[src/rtl/ptw_walk_cache_pkg.sv]
// rtl/ptw_walk_cache_pkg.sv - shared constants and entry/response types for the PTW walk cache
package ptw_walk_cache_pkg;

  localparam int WALK_CACHE_ENTRIES = 8;
  localparam int PTW_LEVELS         = 3;
  localparam int PTW_LVL_BITS       = 9;
  localparam int VPN_SIZE           = PTW_LEVELS * PTW_LVL_BITS;
  localparam int PPN_SIZE           = 44;
  localparam int ASID_SIZE          = 7;
  localparam int PTW_LVL_W          = $clog2(PTW_LEVELS);

  // 'global' is a reserved word, hence is_global
  typedef struct packed {
    logic                 valid;
    logic                 is_global;
    logic [ASID_SIZE-1:0] asid;
    logic [PTW_LVL_W-1:0] level;
    logic [VPN_SIZE-1:0]  tag;
    logic [PPN_SIZE-1:0]  ppn;
  } ptw_walk_cache_entry_t;

  typedef struct packed {
    logic                 valid;
    logic                 hit;
    logic [PTW_LVL_W-1:0] level;
    logic [PPN_SIZE-1:0]  ppn;
  } ptw_walk_cache_resp_t;

endpackage

[src/rtl/ptw_walk_cache_victim.sv]
// rtl/ptw_walk_cache_victim.sv - first-free slot encoder with round-robin fallback pointer
module ptw_walk_cache_victim
  import ptw_walk_cache_pkg::*;
#(
  parameter int ENTRIES = WALK_CACHE_ENTRIES,
  localparam int IDX_W  = $clog2(ENTRIES)
) (
  input  logic               clk_i,
  input  logic               rst_i,
  input  logic [ENTRIES-1:0] valid_i,
  input  logic               alloc_i,
  output logic [IDX_W-1:0]   victim_o
);

  logic [IDX_W-1:0] r_rr_ptr;
  logic             w_has_free;
  logic [IDX_W-1:0] w_free_idx;

  // Scan downwards so the lowest free index is the one left standing
  always_comb begin
    w_has_free = 1'b0;
    w_free_idx = '0;
    for (int i = ENTRIES - 1; i >= 0; i--) begin
      if (!valid_i[i]) begin
        w_has_free = 1'b1;
        w_free_idx = IDX_W'(i);
      end
    end
  end

  assign victim_o = w_has_free ? w_free_idx : r_rr_ptr;

  always_ff @(posedge clk_i or posedge rst_i) begin
    if (rst_i) begin
      r_rr_ptr <= '0;
    end else if (alloc_i && !w_has_free) begin
      r_rr_ptr <= (r_rr_ptr == IDX_W'(ENTRIES - 1)) ? '0 : r_rr_ptr + IDX_W'(1);
    end
  end

endmodule

[src/rtl/ptw_walk_cache.sv]
// rtl/ptw_walk_cache.sv - ASID-tagged cache of non-leaf page-table pointers, deepest-level hit wins
module ptw_walk_cache
  import ptw_walk_cache_pkg::*;
#(
  parameter int ENTRIES   = WALK_CACHE_ENTRIES,
  parameter int LEVELS    = PTW_LEVELS,
  parameter int LVL_BITS  = PTW_LVL_BITS,
  parameter int VPN_BITS  = LEVELS * LVL_BITS,
  parameter int PPN_BITS  = PPN_SIZE,
  parameter int ASID_BITS = ASID_SIZE,
  localparam int LVL_W    = $clog2(LEVELS),
  localparam int IDX_W    = $clog2(ENTRIES),
  localparam int OCC_W    = $clog2(ENTRIES + 1)
) (
  input  logic                 clk_i,
  input  logic                 rst_i,
  input  logic                 lookup_valid_i,
  input  logic [VPN_BITS-1:0]  lookup_vpn_i,
  input  logic [ASID_BITS-1:0] lookup_asid_i,
  output logic                 resp_valid_o,
  output logic                 resp_hit_o,
  output logic [LVL_W-1:0]     resp_level_o,
  output logic [PPN_BITS-1:0]  resp_ppn_o,
  input  logic                 fill_valid_i,
  input  logic [VPN_BITS-1:0]  fill_vpn_i,
  input  logic [ASID_BITS-1:0] fill_asid_i,
  input  logic [LVL_W-1:0]     fill_level_i,
  input  logic [PPN_BITS-1:0]  fill_ppn_i,
  input  logic                 fill_global_i,
  input  logic                 flush_i,
  input  logic                 flush_asid_en_i,
  input  logic [ASID_BITS-1:0] flush_asid_i,
  output logic [OCC_W-1:0]     occupancy_o
);

  logic [ENTRIES-1:0]   r_valid;
  logic [ENTRIES-1:0]   r_global;
  logic [ASID_BITS-1:0] r_asid  [ENTRIES];
  logic [LVL_W-1:0]     r_level [ENTRIES];
  logic [VPN_BITS-1:0]  r_tag   [ENTRIES];
  logic [PPN_BITS-1:0]  r_ppn   [ENTRIES];

  logic                 r_resp_valid;
  logic                 r_resp_hit;
  logic [LVL_W-1:0]     r_resp_level;
  logic [PPN_BITS-1:0]  r_resp_ppn;
  logic [OCC_W-1:0]     r_occ;

  logic [ENTRIES-1:0]   w_lk_match;
  logic                 w_lk_hit;
  logic [LVL_W-1:0]     w_lk_level;
  logic [PPN_BITS-1:0]  w_lk_ppn;

  logic [VPN_BITS-1:0]  w_fill_tag;
  logic [ENTRIES-1:0]   w_fill_match;
  logic                 w_fill_ok;
  logic                 w_fill_hit;
  logic [IDX_W-1:0]     w_fill_hit_idx;
  logic                 w_alloc;
  logic [IDX_W-1:0]     w_victim;
  logic [IDX_W-1:0]     w_wr_idx;

  logic [ENTRIES-1:0]   w_valid_nxt;
  logic [ENTRIES-1:0]   w_global_nxt;
  logic [OCC_W-1:0]     w_occ_nxt;
  logic                 w_resp_hit;

  // Level 0 keeps the top LVL_BITS of the VPN; each deeper level keeps one more group
  function automatic logic [VPN_BITS-1:0] prefix_mask(input logic [LVL_W-1:0] lvl);
    logic [VPN_BITS-1:0] m;
    m = '0;
    for (int g = 0; g < LEVELS; g++) begin
      if (g <= int'(lvl)) m[VPN_BITS-1-g*LVL_BITS -: LVL_BITS] = '1;
    end
    return m;
  endfunction

  always_comb begin
    for (int i = 0; i < ENTRIES; i++) begin
      w_lk_match[i] = r_valid[i] && (r_global[i] || (r_asid[i] == lookup_asid_i)) &&
                      ((lookup_vpn_i & prefix_mask(r_level[i])) == r_tag[i]);
    end
  end

  // Strictly-greater compare keeps the lowest index among equal-depth matches
  always_comb begin
    w_lk_hit   = 1'b0;
    w_lk_level = '0;
    w_lk_ppn   = '0;
    for (int i = 0; i < ENTRIES; i++) begin
      if (w_lk_match[i] && (!w_lk_hit || (r_level[i] > w_lk_level))) begin
        w_lk_hit   = 1'b1;
        w_lk_level = r_level[i];
        w_lk_ppn   = r_ppn[i];
      end
    end
  end

  assign w_fill_tag = fill_vpn_i & prefix_mask(fill_level_i);
  assign w_fill_ok  = fill_valid_i && !flush_i && (int'(fill_level_i) < LEVELS - 1);

  always_comb begin
    for (int i = 0; i < ENTRIES; i++) begin
      w_fill_match[i] = r_valid[i] && (r_level[i] == fill_level_i) && (r_tag[i] == w_fill_tag) &&
                        (r_global[i] || (r_asid[i] == fill_asid_i));
    end
  end

  always_comb begin
    w_fill_hit     = 1'b0;
    w_fill_hit_idx = '0;
    for (int i = ENTRIES - 1; i >= 0; i--) begin
      if (w_fill_match[i]) begin
        w_fill_hit     = 1'b1;
        w_fill_hit_idx = IDX_W'(i);
      end
    end
  end

  assign w_alloc  = w_fill_ok && !w_fill_hit;
  assign w_wr_idx = w_fill_hit ? w_fill_hit_idx : w_victim;

  ptw_walk_cache_victim #(
    .ENTRIES(ENTRIES)
  ) u_victim (
    .clk_i   (clk_i),
    .rst_i   (rst_i),
    .valid_i (r_valid),
    .alloc_i (w_alloc),
    .victim_o(w_victim)
  );

  always_comb begin
    w_valid_nxt  = r_valid;
    w_global_nxt = r_global;
    if (flush_i) begin
      for (int i = 0; i < ENTRIES; i++) begin
        if (!flush_asid_en_i || (!r_global[i] && (r_asid[i] == flush_asid_i))) w_valid_nxt[i] = 1'b0;
      end
    end else if (w_fill_ok) begin
      w_valid_nxt[w_wr_idx]  = 1'b1;
      w_global_nxt[w_wr_idx] = fill_global_i;
    end
  end

  always_comb begin
    w_occ_nxt = '0;
    for (int i = 0; i < ENTRIES; i++) w_occ_nxt = w_occ_nxt + OCC_W'(w_valid_nxt[i]);
  end

  assign w_resp_hit = w_lk_hit && !flush_i;

  always_ff @(posedge clk_i or posedge rst_i) begin
    if (rst_i) begin
      r_valid      <= '0;
      r_global     <= '0;
      r_occ        <= '0;
      r_resp_valid <= 1'b0;
      r_resp_hit   <= 1'b0;
      r_resp_level <= '0;
      r_resp_ppn   <= '0;
    end else begin
      r_valid      <= w_valid_nxt;
      r_global     <= w_global_nxt;
      r_occ        <= w_occ_nxt;
      r_resp_valid <= lookup_valid_i;
      if (lookup_valid_i) begin
        r_resp_hit   <= w_resp_hit;
        r_resp_level <= w_resp_hit ? w_lk_level + LVL_W'(1) : '0;
        r_resp_ppn   <= w_resp_hit ? w_lk_ppn : '0;
      end
    end
  end

  // Payload needs no reset: it is only ever observed through a set valid bit
  always_ff @(posedge clk_i) begin
    if (w_fill_ok) begin
      r_ppn[w_wr_idx] <= fill_ppn_i;
      if (!w_fill_hit) begin
        r_asid[w_wr_idx]  <= fill_asid_i;
        r_level[w_wr_idx] <= fill_level_i;
        r_tag[w_wr_idx]   <= w_fill_tag;
      end
    end
  end

  assign resp_valid_o = r_resp_valid;
  assign resp_hit_o   = r_resp_hit;
  assign resp_level_o = r_resp_level;
  assign resp_ppn_o   = r_resp_ppn;
  assign occupancy_o  = r_occ;

endmodule
[config.mk]
export PLATFORM = sky130hd
export DESIGN_NAME = ptw_walk_cache
export DESIGN_NICKNAME = d
export VERILOG_FILES = /design/src/rtl/ptw_walk_cache_pkg.sv /design/src/rtl/ptw_walk_cache_victim.sv /design/src/rtl/ptw_walk_cache.sv
export SDC_FILE = /design/constraint.sdc
export NUM_CORES = 2
export LEC_CHECK = 0
export ABC_AREA = 0
export BUFFER_PORTS_ARGS = -buffer_cell sky130_fd_sc_hd__buf_2
export CAP_MARGIN = 20
export CORE_ASPECT_RATIO = 0.6
export CORE_MARGIN = 3
export CORE_UTILIZATION = 33
export CTS_CLUSTER_SIZE = 24
export DETAILED_ROUTE_END_ITERATION = 8
export MAX_ROUTING_LAYER = met4
export PLACE_DENSITY_LB_ADDON = 0.25
export SLEW_MARGIN = 10
export SYNTH_ARGS = -nofsm -noshare
export SYNTH_HDL_FRONTEND = slang
export SYNTH_HIERARCHICAL = 1
export SYNTH_SLANG_ARGS = --single-unit
[constraint.sdc]
create_clock -name clk_i -period 30.6 [get_ports clk_i]
set_input_delay 9.18 -clock clk_i [delete_from_list [all_inputs] [get_ports clk_i]]
set_output_delay 9.18 -clock clk_i [all_outputs]
set_load 0.05 [all_outputs]
==> results_tabular.tex <==
\begin{tabular}{lr}
\hline
Metric & Value \\
\hline
\multicolumn{2}{l}{\textbf{Outcome}} \\
\quad Status & completed \\
\multicolumn{2}{l}{\textbf{Routing}} \\
\quad Sum of routed wire length over all layers & 153000 um \\
\quad First drt pass iteration count & 8 \\
\quad Number of DRC violations after detailed routing & 0 \\
\quad Via count & $\sim$30000 \\
\quad Remaining antenna violation count after routing & 0 \\
\quad Average vias per placed instance & between 5 and 6 \\
\quad Wire length per cell & slightly above 30 um \\
\quad DRC marker count from the first detailed-route iteration & approximately 4400 \\
\multicolumn{2}{l}{\textbf{Logic synthesis}} \\
\quad Count of yosys warnings during synthesis & 6 \\
\quad Leading cell types by count after synthesis & edfxtp\_1 (640), xnor2\_1 (247), nand2\_1 (236) \\
\quad FFs w/ async S/R, synth & 9.986\% \\
\quad Top FF cell, synth & edfxtp\_1 \\
\quad Area contributors post-synth & edfxtp\_1 (51\%), xnor2\_1 (5.8\%), dfrtp\_1 (4.7\%) \\
\quad Share of Yosys cell area claimed by the top area cell type & between 50\% and 60\% \\
\quad Synthesized net count & about 3500 \\
\quad Leading cell type by number of instances after synthesis & edfxtp\_1 \\
\quad Largest area contributor in the netlist & edfxtp\_1 \\
\quad Average size of a mapped cell & 11.37 um\^{}2 \\
\quad Number of different library cells in the post-synthesis netlist & around 100 \\
\quad Number of enable-type register cells in the synthesized netlist & 640 \\
\quad Number of register bits inferred by synthesis & 711 \\
\quad Share of synthesized area occupied by flip-flops and latches & a little under three fifths \\
\quad Mapped Area & approximately 38000 um\^{}2 \\
\quad Post-synthesis instance total & approximately 3300 \\
\multicolumn{2}{l}{\textbf{Floorplan}} \\
\quad Total I/O pin count & 180 \\
\quad Core area & $\sim$110000 um\^{}2 \\
\quad Starting density of the core & 33.40\% \\
\quad Site Rows & 95 \\
\quad Width of the chip & roughly 440 um \\
\quad Floorplan die area & about 120000 um\^{}2 \\
\quad Vertical die dimension & about 270 um \\
\multicolumn{2}{l}{\textbf{Layout}} \\
\quad Count of fill cells added during filler insertion & roughly 11000 \\
\quad Synthesis-to-layout area growth & 14.17\% \\
\quad Share of cells above drive strength 1 & 12.81\% \\
\quad Count of nets after finishing & 3568 \\
\quad Final cell count without fillers & 5018 \\
\multicolumn{2}{l}{\textbf{Clock tree}} \\
\quad Clock buffers created by TritonCTS & 76 \\
\quad Clock Path Buffers & 3 \\
\quad Post-CTS Setup Bufs & 0 \\
\quad Resized Gates After CTS & 0 \\
\quad Root Buffer & clkbuf\_16 \\
\quad Clock net sink count & between 700 and 800 \\
\quad Clock latency of the later-clocked register in the worst-skew pair & around 700 ps \\
\quad H-tree depth & 3 \\
\quad \# hold bufs at CTS & 0 \\
\quad TritonCTS clock tree & yes \\
\quad Clock transition at the registers of the reported paths & approximately 60 ps \\
\multicolumn{2}{l}{\textbf{GRT}} \\
\quad All-Layer GR Usage & 26.03\% \\
\quad Met3 routing resource usage after global routing & a little over 9\% \\
\quad Met2 layer usage reported by global route & 32.70\% \\
\quad Most used routing layer in global routing & met1 \\
\quad Vias in the first global route & roughly 27000 \\
\quad Largest net degree at the start of global routing & 69 \\
\quad Leftover overflow at the end of global routing & 0 \\
\quad First-pass GRT wire length & about 210000 um \\
\quad Number of antenna violations at the first check in global routing & 22 \\
\quad Global-route track usage on met1 & between 30\% and 40\% \\
\multicolumn{2}{l}{\textbf{STA}} \\
\quad Share of the cycle needed by the critical path after routing & between 60 and 70\% \\
\quad Setup repair after global routing missed its margin & no \\
\quad Final setup TNS & 0 ps \\
\quad Largest clock skew in the final design & about 67 ps \\
\quad Least-Margin Pin Slew & around 1300 ps \\
\quad Time the worst path needs with I/O delays and setup & about 21000 ps \\
\quad Final setup viols & 0 \\
\quad Slew headroom & roughly a tenth \\
\quad Slew Viols, Final & 0 \\
\quad Final-report hold violation count & 0 \\
\quad Peak clock frequency supported by timing & 47.39 MHz \\
\multicolumn{2}{l}{\textbf{Critical path}} \\
\quad Category of the critical setup timing path & primary input to flop \\
\quad Maximum cell stage delay along the critical path & roughly 620 ps \\
\quad CP max stage cell & or4\_1 \\
\quad Nature of the critical path startpoint & primary input \\
\quad Cell mode on critical path & a21oi\_1 \\
\quad Required time at the endpoint of the critical path & 31200 ps \\
\quad Worst Setup End Kind & flop \\
\quad Largest fanout on the critical path & 46 \\
\quad CP arrival & around 22000 ps \\
\multicolumn{2}{l}{\textbf{Power}} \\
\quad Part of the total power dissipated in combinational logic & 8.2\% \\
\quad Cell Pwr Density & around 52 nW/um\^{}2 \\
\quad Internal power of the cells & roughly 1.7 mW \\
\quad Clock network fraction of total power & between 40\% and 50\% \\
\quad Switch Pwr & 0.5684 mW \\
\quad Sequential Power Share & a little under half \\
\quad Static Leakage & roughly 14 nW \\
\quad Switching portion of total power & 25.25\% \\
\quad Peak supply drop & about 0.038 mV \\
\multicolumn{2}{l}{\textbf{Hold path}} \\
\quad HP Class & flop to flop \\
\multicolumn{2}{l}{\textbf{Run}} \\
\quad Number of max-capacitance violations reported & 0 \\
\multicolumn{2}{l}{\textbf{Placement}} \\
\quad Weighted congestion reported at the end of routability-driven placement & 1.035 \\
\quad DP Cell Count & just under 5000 \\
\quad Half-perimeter wire length after detailed placement & 105300 um \\
\quad Count of port buffers added during placement & 179 \\
\hline
\end{tabular}
-- sequential cells by signal, indices dropped and copies added, names as in the netlist --
name	count
r_ppn	352
r_valid	8
u_victim/r_rr_ptr	3
resp_hit_o	1
occupancy_o	4
r_tag	216
r_global	8
r_asid	56
r_level	16
resp_level_o	2
resp_valid_o	1
resp_ppn_o	44
-- final timing paths --
path | slack (ps) | endpoint | cells after the start | startpoint
max | 9500 | resp_level_o[1] | 51 | lookup_vpn_i[14]
min | 450 | resp_ppn_o[0] | 2 | r_ppn[7][0]
max reg2reg | 17940 | resp_level_o[1] | 50 | r_asid[0][4]
min reg2reg | 450 | resp_ppn_o[0] | 2 | r_ppn[7][0]
max in group asynchronous | 20790 | resp_ppn_o[35] | 3 | rst_i
min in group asynchronous | 8420 | u_victim/r_rr_ptr[2] | 2 | rst_i
-- placed cells by master, fill, tap and decap left out, drive strengths merged, types with 39 or more instances in the layout --
| cell | instances |
|---|---|
| edfxtp | 640 |
| buf | 248 |
| xnor2 | 247 |
| o21ai | 241 |
| nand2 | 237 |
| nor2 | 160 |
| inv | 153 |
| xor2 | 150 |
| o211ai | 97 |
| clkbuf | 93 |
| a31o | 89 |
| nand4 | 76 |
| a22oi | 75 |
| dfrtp | 71 |
| a21oi | 69 |
| nor4 | 66 |
| nor2b | 63 |
| or3 | 52 |
| nand2b | 49 |
| nor3 | 42 |
| nand3 | 39 |
| o22ai | 39 |
-- per-layer routing --
layer	routed length, um	vias up	share of wire [%]
met3	20370	245	13
met5	0	-	0
li1	-	12800	-
met1	70050	15010	46
met2	58540	1744	38
met4	4036	0	2.6
-- cell type report --
type,instances,area [um^2],share of cell area (%)
Inverter,150,564.3,1.316
Multi-Input combinational cell,2230,15320,35.73
Tap cell,1503,1881,4.386
Antenna cell,34,85.08,0.1984
Clock inverter,49,576.8,1.345
Sequential cell,711,21000,48.97
Clock buffer,93,2038,4.754
Timing Repair Buffer,248,1418,3.306
-- per-stage QoR --
stage                     cell area [um^2]  total power [mW]  setup WS, ps  utilization (%)  hold WS, ps
after floorplan                      37560             1.185         12000                -        434.5
after global placement               40160             1.274          9353            35.71        441.4
after detailed placement             40160             1.274          9118            35.71        447.9
after CTS                            42770             2.261          9762            38.04        457.4
after global routing                 42870             2.315          8618            38.13        473.0
final                                42880             2.251          9500            38.13        452.8
-- power by group through the flow --
stage	sequential (mW)	combinational, mW	clock (mW)
2_1_floorplan	1.10	0.0873	0
3_3_place_gp	1.10	0.175	0
3_5_place_dp	1.10	0.175	0
4_1_cts	1.08	0.176	1.01
5_1_grt	1.08	0.191	1.04
6_report	1.08	0.184	0.988
-- cell families after synthesis --
group / count (synthesis) / synth area share, %
AND/OR/NAND/NOR: 919 / 13.27
AO/OA/AOI/OAI: 873 / 16.25
flip-flops: 711 / 55.90
XOR/XNOR: 397 / 9.258
multiplexers: 18 / 0.5597
adder cells (fa/ha/maj): 23 / 0.8462
buffers and inverters: 361 / 3.914
-- worst max-delay path: cells and delay by family --
family	cells	cell delay (ps)
fa+ha+maj	7	1990
mux	2	490
simple gates	10	3110
compound gates	28	5360
buf+inv	4	1520
(Power assumes the default switching activity.)
